### config.mk
export PLATFORM = sky130hd
export DESIGN_NAME = tx_phyretrain
export DESIGN_NICKNAME = d
export VERILOG_FILES = /design/src/rtl/tx_phyretrain.sv
export SDC_FILE = /design/constraint.sdc
export NUM_CORES = 1
export LEC_CHECK = 0
export ABC_AREA = 1
export CORE_ASPECT_RATIO = 1.4
export CORE_MARGIN = 2
export CORE_UTILIZATION = 55
export CTS_BUF_LIST = sky130_fd_sc_hd__clkbuf_8 sky130_fd_sc_hd__clkbuf_16
export DETAILED_ROUTE_END_ITERATION = 12
export GPL_TIMING_DRIVEN = 1
export PLACE_DENSITY = 0.8
export SYNTH_ARGS = -nofsm -noshare
export SYNTH_HDL_FRONTEND = slang
export SYNTH_SLANG_ARGS = --single-unit
### constraint.sdc
create_clock -name i_clk -period 4.75 [get_ports i_clk]
set_input_delay 0.475 -clock i_clk [delete_from_list [all_inputs] [get_ports i_clk]]
set_output_delay 0.475 -clock i_clk [all_outputs]
set_load 0.1 [all_outputs]
### src/rtl/tx_phyretrain.sv
// ---------------------------------------------------------------------------
// tx_phyretrain
//
// Initiator side of the PHYRETRAIN sideband handshake. When the LTSM enables
// the block it latches a local retrain encoding from the pending causes,
// sends PHYRETRAIN_START_REQ through the shared sideband wrapper (yielding to
// the RX responder and to a busy wrapper), then waits for the partner's
// PHYRETRAIN_START_RESP and reports completion or timeout.
//
// Ports:
//   i_clk                 block clock
//   i_rst                 asynchronous active-high reset
//   i_phyretrain_en       LTSM enable; low returns the block to IDLE
//   i_speedidle_req       local cause: speed degrade needed
//   i_repair_req          local cause: lane repair needed
//   i_SB_Busy             sideband wrapper is transmitting
//   i_falling_edge_busy   one-cycle pulse: wrapper consumed the message
//   i_rx_valid            RX responder valid; TX must not raise valid then
//   i_rx_msg_valid        decoded partner message present this cycle
//   i_decoded_SB_msg      decoded partner message code
//   o_encoded_SB_msg_tx   message code toward the sideband encoder
//   o_retrain_encoding_tx local encoding (001 TXSELFCAL, 010 SPEEDIDLE,
//                         100 REPAIR), also consumed by the RX responder
//   o_valid_tx            TX message valid toward the wrapper
//   o_phyretrain_end_tx   handshake complete
//   o_timeout             handshake timed out
// ---------------------------------------------------------------------------
module tx_phyretrain #(
    parameter int SB_MSG_WIDTH   = 4,
    parameter int TIMEOUT_CYCLES = 800000,
    parameter int CNT_WIDTH      = 20
) (
    input  logic                    i_clk,
    input  logic                    i_rst,
    input  logic                    i_phyretrain_en,
    input  logic                    i_speedidle_req,
    input  logic                    i_repair_req,
    input  logic                    i_SB_Busy,
    input  logic                    i_falling_edge_busy,
    input  logic                    i_rx_valid,
    input  logic                    i_rx_msg_valid,
    input  logic [SB_MSG_WIDTH-1:0] i_decoded_SB_msg,
    output logic [SB_MSG_WIDTH-1:0] o_encoded_SB_msg_tx,
    output logic [2:0]              o_retrain_encoding_tx,
    output logic                    o_valid_tx,
    output logic                    o_phyretrain_end_tx,
    output logic                    o_timeout
);

    localparam logic [SB_MSG_WIDTH-1:0] MSG_NONE       = SB_MSG_WIDTH'(0);
    localparam logic [SB_MSG_WIDTH-1:0] MSG_START_REQ  = SB_MSG_WIDTH'(1);
    localparam logic [SB_MSG_WIDTH-1:0] MSG_START_RESP = SB_MSG_WIDTH'(2);

    localparam logic [2:0] ENC_TXSELFCAL = 3'b001;
    localparam logic [2:0] ENC_SPEEDIDLE = 3'b010;
    localparam logic [2:0] ENC_REPAIR    = 3'b100;

    localparam logic [CNT_WIDTH-1:0] CNT_LAST = CNT_WIDTH'(TIMEOUT_CYCLES - 1);
    localparam logic [CNT_WIDTH-1:0] CNT_ZERO = CNT_WIDTH'(0);
    localparam logic [CNT_WIDTH-1:0] CNT_ONE  = CNT_WIDTH'(1);

    typedef enum logic [2:0] {
        ST_IDLE          = 3'd0,
        ST_SEND_REQ      = 3'd1,
        ST_WAIT_RESP     = 3'd2,
        ST_TEST_FINISHED = 3'd3,
        ST_TIMEOUT       = 3'd4
    } state_t;

    // Speed degrade outranks lane repair; with no cause the retrain is a
    // plain self-calibration.
    function automatic logic [2:0] select_encoding(input logic speedidle,
                                                   input logic repair);
        logic [2:0] enc;
        if (speedidle) begin
            enc = ENC_SPEEDIDLE;
        end else if (repair) begin
            enc = ENC_REPAIR;
        end else begin
            enc = ENC_TXSELFCAL;
        end
        return enc;
    endfunction

    state_t                    state_q, state_d;
    logic [2:0]                enc_q, enc_d;
    logic [SB_MSG_WIDTH-1:0]   msg_q, msg_d;
    logic                      pending_q, pending_d;
    logic                      resp_seen_q, resp_seen_d;
    logic                      valid_q, valid_d;
    logic                      valid_prev_q, valid_prev_d;
    logic [CNT_WIDTH-1:0]      cnt_q, cnt_d;
    logic                      end_q, end_d;
    logic                      timeout_q, timeout_d;

    logic                      resp_s;
    logic                      valid_fall_s;
    logic                      expired_s;

    assign resp_s       = i_rx_msg_valid && (i_decoded_SB_msg == MSG_START_RESP);
    // The wrapper dropped our valid last cycle: the request has gone out.
    assign valid_fall_s = valid_prev_q && !valid_q;
    assign expired_s    = (cnt_q == CNT_LAST);

    // Next-state logic; a low enable overrides every other transition.
    always_comb begin
        state_d = state_q;
        if (!i_phyretrain_en) begin
            state_d = ST_IDLE;
        end else begin
            case (state_q)
                ST_IDLE: begin
                    state_d = ST_SEND_REQ;
                end
                ST_SEND_REQ: begin
                    // resp_seen covers a RESP that beat the valid falling edge.
                    if (valid_fall_s) begin
                        if (resp_seen_q || resp_s) begin
                            state_d = ST_TEST_FINISHED;
                        end else begin
                            state_d = ST_WAIT_RESP;
                        end
                    end else if (expired_s) begin
                        state_d = ST_TIMEOUT;
                    end else begin
                        state_d = ST_SEND_REQ;
                    end
                end
                ST_WAIT_RESP: begin
                    if (resp_s || resp_seen_q) begin
                        state_d = ST_TEST_FINISHED;
                    end else if (expired_s) begin
                        state_d = ST_TIMEOUT;
                    end else begin
                        state_d = ST_WAIT_RESP;
                    end
                end
                ST_TEST_FINISHED: begin
                    state_d = ST_TEST_FINISHED;
                end
                ST_TIMEOUT: begin
                    state_d = ST_TIMEOUT;
                end
                default: begin
                    state_d = ST_IDLE;
                end
            endcase
        end
    end

    // Request launch: valid/pending arbitration against the RX responder and
    // the wrapper, plus the message code and encoding latched on entry.
    always_comb begin
        valid_d      = valid_q;
        pending_d    = pending_q;
        valid_prev_d = valid_q;
        enc_d        = enc_q;
        msg_d        = msg_q;

        if (i_falling_edge_busy || (state_d == ST_IDLE) || (state_d == ST_TIMEOUT)) begin
            valid_d = 1'b0;
        end else if (pending_q && !i_SB_Busy && !i_rx_valid) begin
            valid_d   = 1'b1;
            pending_d = 1'b0;
        end else begin
            valid_d = valid_q;
        end

        // A blocked request stays pending; only leaving to IDLE drops it.
        if (state_d == ST_IDLE) begin
            pending_d = 1'b0;
        end else if (state_q == ST_IDLE) begin
            pending_d = 1'b1;
        end else begin
            pending_d = pending_d;
        end

        if (state_q == ST_IDLE) begin
            if (state_d == ST_SEND_REQ) begin
                msg_d = MSG_START_REQ;
                enc_d = select_encoding(i_speedidle_req, i_repair_req);
            end else begin
                msg_d = MSG_NONE;
                enc_d = enc_q;
            end
        end else begin
            msg_d = msg_q;
            enc_d = enc_q;
        end
    end

    // Handshake bookkeeping: timeout counter, early-RESP flag, status flags.
    always_comb begin
        cnt_d       = cnt_q;
        resp_seen_d = resp_seen_q;
        end_d       = end_q;
        timeout_d   = timeout_q;
        case (state_q)
            ST_IDLE: begin
                cnt_d       = CNT_ZERO;
                resp_seen_d = 1'b0;
                end_d       = 1'b0;
                timeout_d   = 1'b0;
            end
            ST_SEND_REQ, ST_WAIT_RESP: begin
                cnt_d       = cnt_q + CNT_ONE;
                resp_seen_d = resp_seen_q || resp_s;
            end
            ST_TEST_FINISHED: begin
                end_d = 1'b1;
            end
            ST_TIMEOUT: begin
                timeout_d = 1'b1;
            end
            default: begin
                cnt_d = cnt_q;
            end
        endcase
    end

    // State and output registers.
    always_ff @(posedge i_clk or posedge i_rst) begin
        if (i_rst) begin
            state_q      <= ST_IDLE;
            enc_q        <= 3'b000;
            msg_q        <= MSG_NONE;
            pending_q    <= 1'b0;
            resp_seen_q  <= 1'b0;
            valid_q      <= 1'b0;
            valid_prev_q <= 1'b0;
            cnt_q        <= CNT_ZERO;
            end_q        <= 1'b0;
            timeout_q    <= 1'b0;
        end else begin
            state_q      <= state_d;
            enc_q        <= enc_d;
            msg_q        <= msg_d;
            pending_q    <= pending_d;
            resp_seen_q  <= resp_seen_d;
            valid_q      <= valid_d;
            valid_prev_q <= valid_prev_d;
            cnt_q        <= cnt_d;
            end_q        <= end_d;
            timeout_q    <= timeout_d;
        end
    end

    assign o_encoded_SB_msg_tx   = msg_q;
    assign o_retrain_encoding_tx = enc_q;
    assign o_valid_tx            = valid_q;
    assign o_phyretrain_end_tx   = end_q;
    assign o_timeout             = timeout_q;

endmodule

# Word level (Yosys, flattened, before mapping)
# Cells that the tools add are included.
[totals]
reg_bits = 36
out_inout_bits = 10
[op_classes]
n_addsub = 1
n_eq_ne = 9
mux = 20
reduce_logical = 20
[op_table]
columns = ["op", "n"]
rows = [
  ["$pmux W20 S2", 1],
  ["$mux W3", 7],
  ["$add A20 B1 Y20 const B", 1],
  ["$eq A20 B20 Y1 const B", 1],
  ["$pmux W3 S5", 1],
  ["$mux W1", 8],
  ["$reduce_bool A2 Y1", 4],
  ["$eq A3 B1 Y1 const B", 2],
  ["$eq A3 B2 Y1 const B", 2],
  ["$eq A3 B3 Y1 const B", 2],
  ["$logic_not A3 Y1", 2],
  ["$pmux W1 S2", 3],
  ["$eq A4 B2 Y1 const B", 1],
  ["$logic_and A1 B1 Y1", 4],
  ["$reduce_and A2 Y1", 2],
  ["$logic_not A1 Y1", 3],
  ["$logic_or A1 B1 Y1", 3],
  ["$ne A3 B2 Y1 const B", 1],
  ["$reduce_bool A3 Y1", 1],
  ["$reduce_or A2 Y1", 1],
]

# Longest topological paths before layout
[depth]
depth_word = 13
depth_mapped = 12
depth_no_buf = 12

# Worst setup path after synthesis
# OpenSTA, ideal clock, no wires.
[synth_path]
path_kind = "register to register"
from = "register valid_q (netlist: o_valid_tx)"
to = "register pending_q"
setup_ns = 0.078
arrival_time_ns = 1.687
path_slack_ns = 2.985
path_stages_with_launch = 9
period_less_slack_ns = 1.765
cell_sequence = "dfrtp_1 nor2_1 inv_1 nand4_1 nand3_1 nand2_1 nand3_1 nand2_1 a21oi_1"
[synth_via]
elab_chain_cells = 10
[synth_lines]
columns = ["item", "line_no", "rtl"]
rows = [
  ["from (decl)", "90", "logic valid_q, valid_d;"],
  ["from (signal assigned)", "240", "valid_q <= valid_d;"],
  ["$logic_not A1 Y1 (*)", "102", "assign valid_fall_s = valid_prev_q && !valid_q;"],
  ["$logic_and A1 B1 Y1 (*)", "102", ""],
  ["$mux W3 (*)", "117", "if (valid_fall_s) begin"],
  ["$pmux W3 S5 (*)", "111", "case (state_q)"],
  ["$mux W3 (*)", "108", "if (!i_phyretrain_en) begin"],
  ["$logic_not A3 Y1", "160, 170", ""],
  ["$logic_or A1 B1 Y1 (2 in series)", "160", "if (i_falling_edge_busy || (state_d == ST_IDLE) || (state_d == ST_TIMEOUT)) begin"],
  ["$ne A3 B2 Y1 (no source line)", "--", ""],
  ["$reduce_and A2 Y1 (no source line)", "--", ""],
  ["to (signal assigned)", "238", "pending_q <= pending_d;"],
  ["to (decl)", "88", "logic pending_q, pending_d;"],
]
# Every way passes the cells marked *; elsewhere a longest branch is shown, timed or not.
# A chain may end at the register's enable or synchronous reset.

# Worst setup path after layout
[layout_path]
from = "register valid_q (netlist: o_valid_tx)"
to = "output o_valid_tx"
[layout_lines]
columns = ["item", "line_no", "rtl"]
rows = [
  ["to (decl)", "45", "output logic o_valid_tx,"],
]
# No word-level cell between the ends.

==> flow_summary.toml <==
[outcome]
status = "complete, no violations"

[hold_path]
hp-class = "reg -> reg"

[detailed_routing]
route.detailed.drc = 0
wl_per_cell_um = 13.0
routed_wl_um = 3700
via_per_inst = 5.39
drt_iter0_markers = 66
vias = 1530
drt_first_pass_iters = 4
ant_nets = 0

[sta]
period_share_pct = 48.7
rsz0062_at_grt = "false"
clock.fmax_mhz = 432
worst_slew_pin_slew_ps = 975
slew_headroom_pct = 34.8
finalWorstSetupSlack_ps = 2440
fin_crit_ps = 2310
setup_viol_count_final = 0
slew_violations = 0
hold_violations = 0
skew_ps = 4.73
fin_tns_setup_ps = 0

[die]
die_w_um = 51.8
num_io_pins = 23
core-area_um2 = 3090
start_util_pct = 56.8
std_cell_rows = 24
die-area_um2 = 3670
die_h_um = 70.9

[global_route]
grt-ovfl-total = 0
antenna_found_initial = 0
grt_pass1_wl_um = 6550
grtUsageMet2_pct = 40.2
first_global_vias = 1531
grt_use_met1_pct = 27.3
grt_util_met3_pct = 5.91
grt.busiest_layer = "met2"
grt_max_degree = 34
grt_usage_pct = 24.3

[worst_setup_path]
critPathBufInv = 1
worstSetupEndpointType = "output pin"
arrival_ps = 1840
critPathKind = "reg -> out"
critical-path-top-delay-family = "buffers and inverters"
slowest_stage = "clkdlybuf4s50_1"
path_cells = "clkdlybuf4s50_1"
critPathMaxFanout = 4
startpoint_type = "flop"
cpPeakStageDelay_ps = 1150
cp_data_required_time_ps = 4280

[clock_tree]
ctsHoldBuffers = 0
postCtsSetupBuffers = 0
cts_root_buf = "clkbuf_8"
cts_buffers = 5
clock_path_buffers = 2
clkTransAtPathRegs_ps = 60
cts_tree = "yes"
htreeDepth = 2
clock-sinks = 33
insertion_delay_ps = 290
cts_resized = 0

[logic_synthesis]
syn_inst = 221
netlist.top_cell.by_area = "dfrtp_1"
yosysMostFrequentCell = "nand2_1"
synth_area_leaders = "dfrtp_1, nand2_1, inv_1"
yosys-top-cells-count = "nand2_1, dfrtp_1, inv_1"
ys_seq_area_share_pct = 47.0
syn_area_um2 = 1760
avgSynthCellArea_um2 = 7.95
synth_cell_types = 37
synth_top_area_share_pct = 47.0
postSynth.asyncResetShare_pct = 100
ys.flop_type = "dfrtp_1"
yosys_warnings = 0
synth_edf_count = 0
synth_seq_cells = 33

[pwr]
p_per_area_nw_per_um2 = 323
ir_worst_vdd_mv = 0.315
power.leakage_nw = 0.899
power.total_uw = 669

[final_layout]
stdcell_area_um2 = 2070
area_delta_synth_final_pct = 17.8
drive_above_1_share_pct = 8.16
antenna_cells = 0
layout.nets = 258

[placed_design]
place.port_buffers = 19
hpwlAfterDp_um = 2630
dp_slack_ps = 2610
dpl_cell_area_um2 = 1970
place_congestion = 0.836

[flow_run]
drv_cap = 0
==> power by group <==
part           switching, mW  internal, mW  total (mW)
Sequential            0.0110         0.295       0.306
Clock                  0.102         0.131       0.233
Combinational         0.0959        0.0345       0.130
Total                  0.209         0.460       0.669
==> kinds of logic (layout without fill, tap and decap cells) <==
family	count (synthesis)	count (layout)	synth area share, %
compound gates	40	40	13.7
xor+xnor	1	1	0.499
fa+ha+maj	1	1	0.712
buf+inv	38	60	9.26
flops	33	33	47.0
mux	1	1	0.570
other cells	1	3	0.213
simple gates	106	106	28.0
==> routing by layer <==
layer	wire, um	share of wire [%]	vias to the layer above
li1	-	-	767
met1	1460	39	719
met2	1950	53	27
met3	124	3.4	17
met4	166	4.5	0
met5	0	0	-
==> stage by stage <==
step / hold WS [ps] / cells / utilization, %
finish: 453 / 284 / 66.9
global route: 465 / 284 / 66.9
CTS: 445 / 284 / 66.9
detailed placement: 426 / 276 / 63.6
global placement: 419 / 276 / 63.6
floorplan: 462 / 223 / -
==> final timing paths <==
check | endpoint | slack [ps] | cells after the start | start
max | o_valid_tx | 2440 | 1 | o_valid_tx
min in group asynchronous | cnt_q[5] | 580 | 3 | i_rst
max in group asynchronous | cnt_q[13] | 3870 | 3 | i_rst
max reg2reg | cnt_q[11] | 2540 | 7 | state_q[2]
min reg2reg | valid_prev_q | 450 | 0 | o_valid_tx
min | valid_prev_q | 450 | 0 | o_valid_tx
==> placed cells by master, fill, tap and decap left out, drive strengths merged <==
master / count
clkdlybuf4s50: 19
nor3b: 1
a21oi: 17
nor3: 8
o31a: 1
a22oi: 2
mux2i: 1
conb: 3
o21ai: 9
a31oi: 1
clkbuf: 7
inv: 31
dfrtp: 33
nor4: 1
a41oi: 1
or2: 1
ha: 1
o22ai: 2
xnor2: 1
nand4: 4
nand3b: 2
o32ai: 2
o21a: 1
a22o: 2
nand3: 12
buf: 1
a32o: 1
nor2: 30
clkinv: 2
nand2: 47
o211ai: 1
==> registers in the layout, indices dropped and copies added, names as in the netlist <==
register               flops
cnt_q                     20
o_retrain_encoding_tx      3
state_q                    3
o_encoded_SB_msg_tx        1
o_phyretrain_end_tx        1
o_timeout                  1
o_valid_tx                 1
pending_q                  1
resp_seen_q                1
valid_prev_q               1
==> layout make-up <==
type | count | area, um2
Multi-Input combinational cell | 152 | 776
Timing Repair Buffer | 20 | 198
Clock inverter | 1 | 5.00
Sequential cell | 33 | 826
Fill cell | 270 | 1020
Inverter | 32 | 120
Tap cell | 39 | 48.8
Clock buffer | 7 | 96.3
Note: power is estimated with default switching activity, not from simulation.
